$ cat src/rtl/oven_pkg.sv
// Shared definitions for the oven bake controller and the front-panel block.
package oven_pkg;

  localparam int unsigned TEMP_W = 11;
  localparam int unsigned TIME_W = 16;

  // Defaults shared with the front-panel block
  localparam int unsigned DefaultAmbient = 60;
  localparam int unsigned DefaultMaxTemp = 1000;

  typedef enum logic [1:0] {
    StIdle    = 2'd0,
    StPreheat = 2'd1,
    StBake    = 2'd2,
    StDone    = 2'd3
  } oven_state_e;

endpackage

$ cat src/rtl/oven_temp_model.sv
// Saturating heat/cool accumulator modelling the oven temperature.
// The next value is exposed combinationally so the sequencer can act on the
// temperature the oven will have after the current tick.
module oven_temp_model
  import oven_pkg::*;
#(
  parameter int unsigned AMBIENT   = DefaultAmbient,
  parameter int unsigned MAX_TEMP  = DefaultMaxTemp,
  parameter int unsigned HEAT_STEP = 2,
  parameter int unsigned COOL_STEP = 1
) (
  input  logic              clk,
  input  logic              rst,
  input  logic              tick,
  input  logic              heater_on,
  output logic [TEMP_W-1:0] current_temp,
  output logic [TEMP_W-1:0] next_temp
);

  localparam logic [TEMP_W:0] Ambient   = (TEMP_W+1)'(AMBIENT);
  localparam logic [TEMP_W:0] MaxTemp   = (TEMP_W+1)'(MAX_TEMP);
  localparam logic [TEMP_W:0] HeatStep  = (TEMP_W+1)'(HEAT_STEP);
  localparam logic [TEMP_W:0] CoolStep  = (TEMP_W+1)'(COOL_STEP);
  localparam logic [TEMP_W:0] CoolFloor = (TEMP_W+1)'(AMBIENT + COOL_STEP);

  logic [TEMP_W-1:0] temp_q, temp_d;
  logic [TEMP_W:0]   temp_ext, wide;

  // Next temperature at one extra bit, clamped, then saturated to TEMP_W bits
  always_comb begin
    temp_ext = {1'b0, temp_q};
    wide     = temp_ext;
    if (heater_on) begin
      wide = temp_ext + HeatStep;
      if (wide > MaxTemp) wide = MaxTemp;
    end else if (temp_ext < CoolFloor) begin
      wide = Ambient;
    end else begin
      wide = temp_ext - CoolStep;
    end
    next_temp = wide[TEMP_W] ? '1 : wide[TEMP_W-1:0];
    temp_d    = tick ? next_temp : temp_q;
  end

  // Temperature register, updated only on an effective tick
  always_ff @(posedge clk or posedge rst) begin
    if (rst) temp_q <= Ambient[TEMP_W-1:0];
    else     temp_q <= temp_d;
  end

  assign current_temp = temp_q;

endmodule

$ cat src/rtl/oven_bake_controller.sv
// Bake-cycle sequencer: preheat, hold with hysteresis while counting down,
// then a timed done alarm. Optional door interlock under OVEN_DOOR_EN.
module oven_bake_controller
  import oven_pkg::*;
#(
  parameter int unsigned AMBIENT     = DefaultAmbient,
  parameter int unsigned MAX_TEMP    = DefaultMaxTemp,
  parameter int unsigned HEAT_STEP   = 2,
  parameter int unsigned COOL_STEP   = 1,
  parameter int unsigned HYST        = 10,
  parameter int unsigned ALARM_TICKS = 5
) (
  input  logic              clk,
  input  logic              rst,
  input  logic              tick,
  input  logic              start,
  input  logic              cancel,
`ifdef OVEN_DOOR_EN
  input  logic              door_open,
`endif
  input  logic [TEMP_W-1:0] target_temp,
  input  logic [TIME_W-1:0] bake_time,
  output logic              heater_on,
  output logic [TEMP_W-1:0] current_temp,
  output logic [TIME_W-1:0] time_left,
  output logic [1:0]        state,
  output logic              done
);

  localparam int unsigned AlarmW = (ALARM_TICKS > 1) ? $clog2(ALARM_TICKS + 1) : 1;
  localparam logic [TEMP_W-1:0] MaxTemp = TEMP_W'(MAX_TEMP);
  localparam logic [TEMP_W:0]   Hyst    = (TEMP_W+1)'(HYST);

  oven_state_e       state_q, state_d;
  logic              heater_q, heater_d;
  logic              done_q, done_d;
  logic [TIME_W-1:0] time_q, time_d;
  logic [TEMP_W-1:0] target_q, target_d;
  logic [AlarmW-1:0] alarm_q, alarm_d;
  logic              temp_tick, model_heater, door_block, start_ok;
  logic [TEMP_W-1:0] next_temp, temp_now;
  logic [TEMP_W:0]   hyst_floor;

`ifdef OVEN_DOOR_EN
  assign door_block = door_open && ((state_q == StPreheat) || (state_q == StBake));
`else
  assign door_block = 1'b0;
`endif

  assign start_ok     = start && ((state_q == StIdle) || (state_q == StDone));
  // An open door cools the oven regardless of the registered heater state
  assign model_heater = heater_q && !door_block;
  assign hyst_floor   = ({1'b0, target_q} > Hyst) ? ({1'b0, target_q} - Hyst) : '0;

  oven_temp_model #(
    .AMBIENT   (AMBIENT),
    .MAX_TEMP  (MAX_TEMP),
    .HEAT_STEP (HEAT_STEP),
    .COOL_STEP (COOL_STEP)
  ) u_temp_model (
    .clk          (clk),
    .rst          (rst),
    .tick         (temp_tick),
    .heater_on    (model_heater),
    .current_temp (temp_now),
    .next_temp    (next_temp)
  );

  // Next-state logic: cancel beats start beats tick; start/cancel swallow a tick
  always_comb begin
    state_d   = state_q;
    heater_d  = heater_q;
    done_d    = done_q;
    time_d    = time_q;
    target_d  = target_q;
    alarm_d   = alarm_q;
    temp_tick = 1'b0;
    if (cancel) begin
      state_d  = StIdle;
      heater_d = 1'b0;
      done_d   = 1'b0;
      time_d   = '0;
      alarm_d  = '0;
    end else if (start_ok) begin
      state_d  = StPreheat;
      heater_d = 1'b1;
      done_d   = 1'b0;
      time_d   = bake_time;
      target_d = (target_temp > MaxTemp) ? MaxTemp : target_temp;
      alarm_d  = '0;
    end else if (door_block) begin
      heater_d  = 1'b0;
      temp_tick = tick;
    end else if (tick) begin
      temp_tick = 1'b1;
      unique case (state_q)
        StIdle: heater_d = 1'b0;
        StPreheat: begin
          if (next_temp >= target_q) begin
            state_d  = StBake;
            heater_d = 1'b0;
          end else begin
            heater_d = 1'b1;
          end
        end
        StBake: begin
          if (next_temp >= target_q)             heater_d = 1'b0;
          else if ({1'b0, next_temp} < hyst_floor) heater_d = 1'b1;
          if (time_q <= TIME_W'(1)) begin
            time_d   = '0;
            state_d  = StDone;
            heater_d = 1'b0;
            done_d   = 1'b1;
            alarm_d  = AlarmW'(ALARM_TICKS);
          end else begin
            time_d = time_q - TIME_W'(1);
          end
        end
        StDone: begin
          heater_d = 1'b0;
          if (alarm_q <= AlarmW'(1)) begin
            alarm_d = '0;
            state_d = StIdle;
            done_d  = 1'b0;
          end else begin
            alarm_d = alarm_q - AlarmW'(1);
          end
        end
      endcase
    end
  end

  // Sequencer state registers
  always_ff @(posedge clk or posedge rst) begin
    if (rst) begin
      state_q  <= StIdle;
      heater_q <= 1'b0;
      done_q   <= 1'b0;
      time_q   <= '0;
      target_q <= TEMP_W'(AMBIENT);
      alarm_q  <= '0;
    end else begin
      state_q  <= state_d;
      heater_q <= heater_d;
      done_q   <= done_d;
      time_q   <= time_d;
      target_q <= target_d;
      alarm_q  <= alarm_d;
    end
  end

  assign heater_on    = heater_q;
  assign current_temp = temp_now;
  assign time_left    = time_q;
  assign state        = state_q;
  assign done         = done_q;

endmodule

$ cat config.mk
export PLATFORM = sky130hd
export DESIGN_NAME = oven_bake_controller
export DESIGN_NICKNAME = d
export VERILOG_FILES = /design/src/rtl/oven_pkg.sv /design/src/rtl/oven_temp_model.sv /design/src/rtl/oven_bake_controller.sv
export SDC_FILE = /design/constraint.sdc
export NUM_CORES = 1
export LEC_CHECK = 0
export ABC_CLOCK_PERIOD_IN_PS = 5650
export BUFFER_PORTS_ARGS = -buffer_cell sky130_fd_sc_hd__buf_2
export CORE_ASPECT_RATIO = 2
export CORE_MARGIN = 10
export CORE_UTILIZATION = 55
export CTS_CLUSTER_SIZE = 14
export DETAILED_ROUTE_END_ITERATION = 7
export PLACE_DENSITY = 0.86
export SETUP_SLACK_MARGIN = 0.15
export SYNTH_ARGS = -nofsm -noshare
export SYNTH_HDL_FRONTEND = slang
export SYNTH_SLANG_ARGS = --single-unit
$ cat constraint.sdc
create_clock -name clk -period 5.65 [get_ports clk]
set_input_delay 0.8475 -clock clk [delete_from_list [all_inputs] [get_ports clk]]
set_output_delay 0.8475 -clock clk [all_outputs]
set_load 0.005 [all_outputs]
==> results.md <==
* Hold slack final at 0.555 ns
* Initial DRC count at 211
* Most common cell after layout, fill and taps aside: sky130_fd_sc_hd__buf_2
* Total DRC errors in the routed layout at 0
* Share of layout cells above drive strength 1 at 0.188
* Launch point of the worst path: u_temp_model.current_temp[3]$_DFFE_PP1P_
* Number of flops mapped to enable cells by yosys at 0
* Net switching power at 1.24 mW
* Initial antenna violation count at 0
* Clock power share at 0.128
* Portion of total power attributed to sequential cells at 0.259
* Area of the die at 10800 µm²
* Combinational power share at 0.612
* Chip width at 78.6 µm
* Post-Synthesis Cells at 475
* Async S/R FF share, synth at 1.00
* Fin util at 0.645
* Synthesis warning total at 0
* Maximum buffer depth of the clock tree at 2
* Clock buffers created by TritonCTS at 5
* Per-cell routed wire length at 18.1 µm
* Worst Clk Skew at ~0.0063 ns
* Startpoint of the lowest-slack register-to-register path: u_temp_model.current_temp[3]$_DFFE_PP1P_
* CP Class: register to register
* Clock-pin slew on the worst setup and hold paths at about 0.06 ns
* Total length of routed wires at 11100 µm
* MaxCap Viol Count at 0
* Total internal power at ~1.3 mW
* Synthesized-area fraction occupied by and/or/nand/nor cells at 0.202
* Leakage component of the power at around 2.0 nW
* Critical Path Start Type: register
* Number of rows created at floorplan at 42
* Post-CTS resize count at 0
* Fraction of synthesized area in multiplexers at 0.0430
* Clk sink count at 45
* Xor/xnor share of the synthesized area at 0.0301
* CTS tree: built
* Total count of hold-check failures in the final report at 0
* Data arrival time of the worst path at 5.03 ns
* Fraction of power spent switching nets at 0.488
* Transition time of the tightest slew-check pin at about 0.84 ns
* Detail-routed via count per cell at approximately 6.3
* Pin count of the biggest net entering global routing at 46
* Period minus WS final at 4.85 ns
* Global-route wire length before repair at 18200 µm
* Compound-cell area share of the yosys netlist at 0.247
* Effective utilization at floorplan at 0.566
* H-Tree Level Count at 2
* Number of max-slew violations in the final report at 0
* Synthesized cell area at between 3000 and 4000 µm²
* Number of search-and-repair iterations in the first detailed-routing pass at 7
* Number of synthesized register bits at 45
* Via count of the first global-routing pass at between 4000 and 5000
* Most common flop cell mapped by yosys: sky130_fd_sc_hd__dfrtp_1
* Slew Limit Headroom at 0.435
* Final period utilization at 0.859
* Number of fill cells at 592
* Via count at 3841
* Worst Path Max Fanout at 15
* Total Negative Setup Slacks at 0 ns
* Clk root buf: sky130_fd_sc_hd__clkbuf_16
* Data required time of the critical path at 5.83 ns
* Worst supply voltage drop on vdd at 0.000386 V
* Overall global routing resource usage at 0.209
* Net count after synthesis at 543
* Top achievable clock speed at between 200 and 250 MHz
* Synthesized area divided by synthesized cell count at 7.96 µm²
* Sequential-to-total area share from yosys stat at 0.301
* Dpl cells at ~600
* Post-synth cell types at between 50 and 60
* Outcome: finished clean
* Clock latency of the later-clocked register in the worst-skew pair at 0.29 ns
* Antenna diode count at 0
* Hold Path Class: register to register
* Setup fix buffers added after clock tree synthesis at 0
* Final setup violation count at 0
* Grt ovf at 0
* Non-Filler Instances at 614
* Half-perimeter wire length of the detailed placement result at 8830 µm
* Hold buffers post-CTS at 0
* Adder-cell area share of the yosys netlist at 0.119
* Core Footprint at about 6700 µm²
* Area growth from synthesis to layout at 13.9%
* Port buffer count at 62
* Count of antenna-violating nets left after detailed routing at 0
* Leading cell types in the layout, fill and taps excluded: 62 x sky130_fd_sc_hd__buf_2, 50 x sky130_fd_sc_hd__o21ai_0, 49 x sky130_fd_sc_hd__nor2_1
* Pwr dens at 589 nW/µm²
* Routability Congestion at 0.926
* HP Start: time_left[8]$_DFFE_PP0P_
* Number of I/O pins at 63
* Final #Nets at 594
* Overall die height at 137 µm
* Critical path endpoint category: register
* Combinational family with the most area after synthesis: compound AO/OA/AOI/OAI gates
* Setup repair after global routing missed its margin: no
[Yosys cell counts, types with 5 or more instances]
cell,n,area share
sky130_fd_sc_hd__xnor2_1,10,0.023
sky130_fd_sc_hd__ha_1,36,0.12
sky130_fd_sc_hd__mux2i_1,5,0.013
sky130_fd_sc_hd__a21oi_1,39,0.052
sky130_fd_sc_hd__nor3_1,14,0.019
sky130_fd_sc_hd__nor2b_1,5,0.0083
sky130_fd_sc_hd__dfstp_2,8,0.056
sky130_fd_sc_hd__nor4_1,6,0.0099
sky130_fd_sc_hd__o31ai_1,5,0.0099
sky130_fd_sc_hd__inv_1,33,0.033
sky130_fd_sc_hd__dfrtp_1,37,0.24
sky130_fd_sc_hd__or3_1,6,0.0099
sky130_fd_sc_hd__and3_1,6,0.0099
sky130_fd_sc_hd__nand2_1,41,0.041
sky130_fd_sc_hd__o21ai_0,50,0.066
sky130_fd_sc_hd__a22oi_1,9,0.018
sky130_fd_sc_hd__nor2_1,49,0.049
sky130_fd_sc_hd__nand3_1,13,0.017
sky130_fd_sc_hd__a211oi_1,5,0.0099
sky130_fd_sc_hd__clkbuf_1,17,0.017
sky130_fd_sc_hd__o211ai_1,7,0.014
sky130_fd_sc_hd__a31oi_1,6,0.0099
sky130_fd_sc_hd__mux2_2,10,0.030
[state kept, by name, summed over array words and instances (netlist names)]
| register | cells |
|---|---|
| alarm_q | 3 |
| done | 1 |
| heater_on | 1 |
| state | 2 |
| target_q | 11 |
| time_left | 16 |
| u_temp_model.current_temp | 11 |
[worst paths after layout]
check / endpoint / slack [ns] / cells past startpoint
min: time_left[8]$_DFFE_PP0P_ / 0.56 / 2
max reg2reg: state[1]$_DFFE_PP0P_ / 0.80 / 14
min reg2reg: time_left[8]$_DFFE_PP0P_ / 0.56 / 2
max in group asynchronous: u_temp_model.current_temp[10]$_DFFE_PP0P_ / 4.56 / 3
max: state[1]$_DFFE_PP0P_ / 0.80 / 14
min in group asynchronous: done$_DFFE_PP0P_ / 0.68 / 3
[per-layer routing]
layer	wire, µm	vias to the layer above	part of all wire	global-route usage
met3	502	61	0.045	0.0346
met2	6110	175	0.55	0.392
met5	0	-	0	0
met1	3770	1784	0.34	0.189
li1	-	1821	-	-
met4	700	0	0.063	0.169
[cell type report]
type                       count  area [µm²]  share of cell area
clock buffer                   5         125              0.0291
clock inverter                 2        35.0             0.00814
inverter                      33         124              0.0288
multi-input combinational    374        2430               0.564
sequential                    45        1140               0.264
tap                           88         110              0.0256
timing repair buffer          67         348              0.0808
[through the flow]
stage | power [mW] | setup slack (ns) | instance area [µm²]
6_report | 2.54 | 0.798 | 4310
5_1_grt | 2.79 | 0.484 | 4310
4_1_cts | 2.53 | 0.893 | 4310
3_5_place_dp | 2.19 | 0.896 | 4150
3_3_place_gp | 2.13 | 1.01 | 4150
2_1_floorplan | 1.78 | 1.25 | 3780
[critical path: stages, from the launching register on]
cell and delay [ns]:
sky130_fd_sc_hd__dfstp_2 0.69, sky130_fd_sc_hd__nand4_2 0.20, sky130_fd_sc_hd__or4b_1 0.50, sky130_fd_sc_hd__a311o_1 0.36, sky130_fd_sc_hd__or4_1 0.54, sky130_fd_sc_hd__a32o_1 0.36
sky130_fd_sc_hd__o2bb2ai_1 0.23, sky130_fd_sc_hd__ha_1 0.31, sky130_fd_sc_hd__nand2_1 0.04, sky130_fd_sc_hd__o21ai_0 0.26, sky130_fd_sc_hd__a21oi_1 0.11, sky130_fd_sc_hd__o221a_2 0.27
sky130_fd_sc_hd__and3_1 0.18, sky130_fd_sc_hd__o31ai_1 0.29, sky130_fd_sc_hd__mux2_2 0.38
[cell families (layout without fill, tap and decap cells)]
kind of cell / count (synthesis) / in the layout
adders and majority gates: 36 / 36
DFF: 45 / 45
buffers and inverters: 56 / 107
and+or+nand+nor: 159 / 159
xor gates and xnor gates: 13 / 13
muxes: 15 / 15
AOI/OAI and AO/OA: 151 / 151
[power groups by stage]
| stage | combinational [mW] | clock (mW) | sequential (mW) |
|---|---|---|---|
| 3_3_place_gp | 1.48 | 0 | 0.645 |
| 2_1_floorplan | 1.21 | 0 | 0.571 |
| 5_1_grt | 1.77 | 0.341 | 0.678 |
| 4_1_cts | 1.55 | 0.329 | 0.652 |
| 3_5_place_dp | 1.53 | 0 | 0.657 |
| 6_report | 1.55 | 0.326 | 0.658 |
Note: power is estimated with default switching activity, not from simulation.
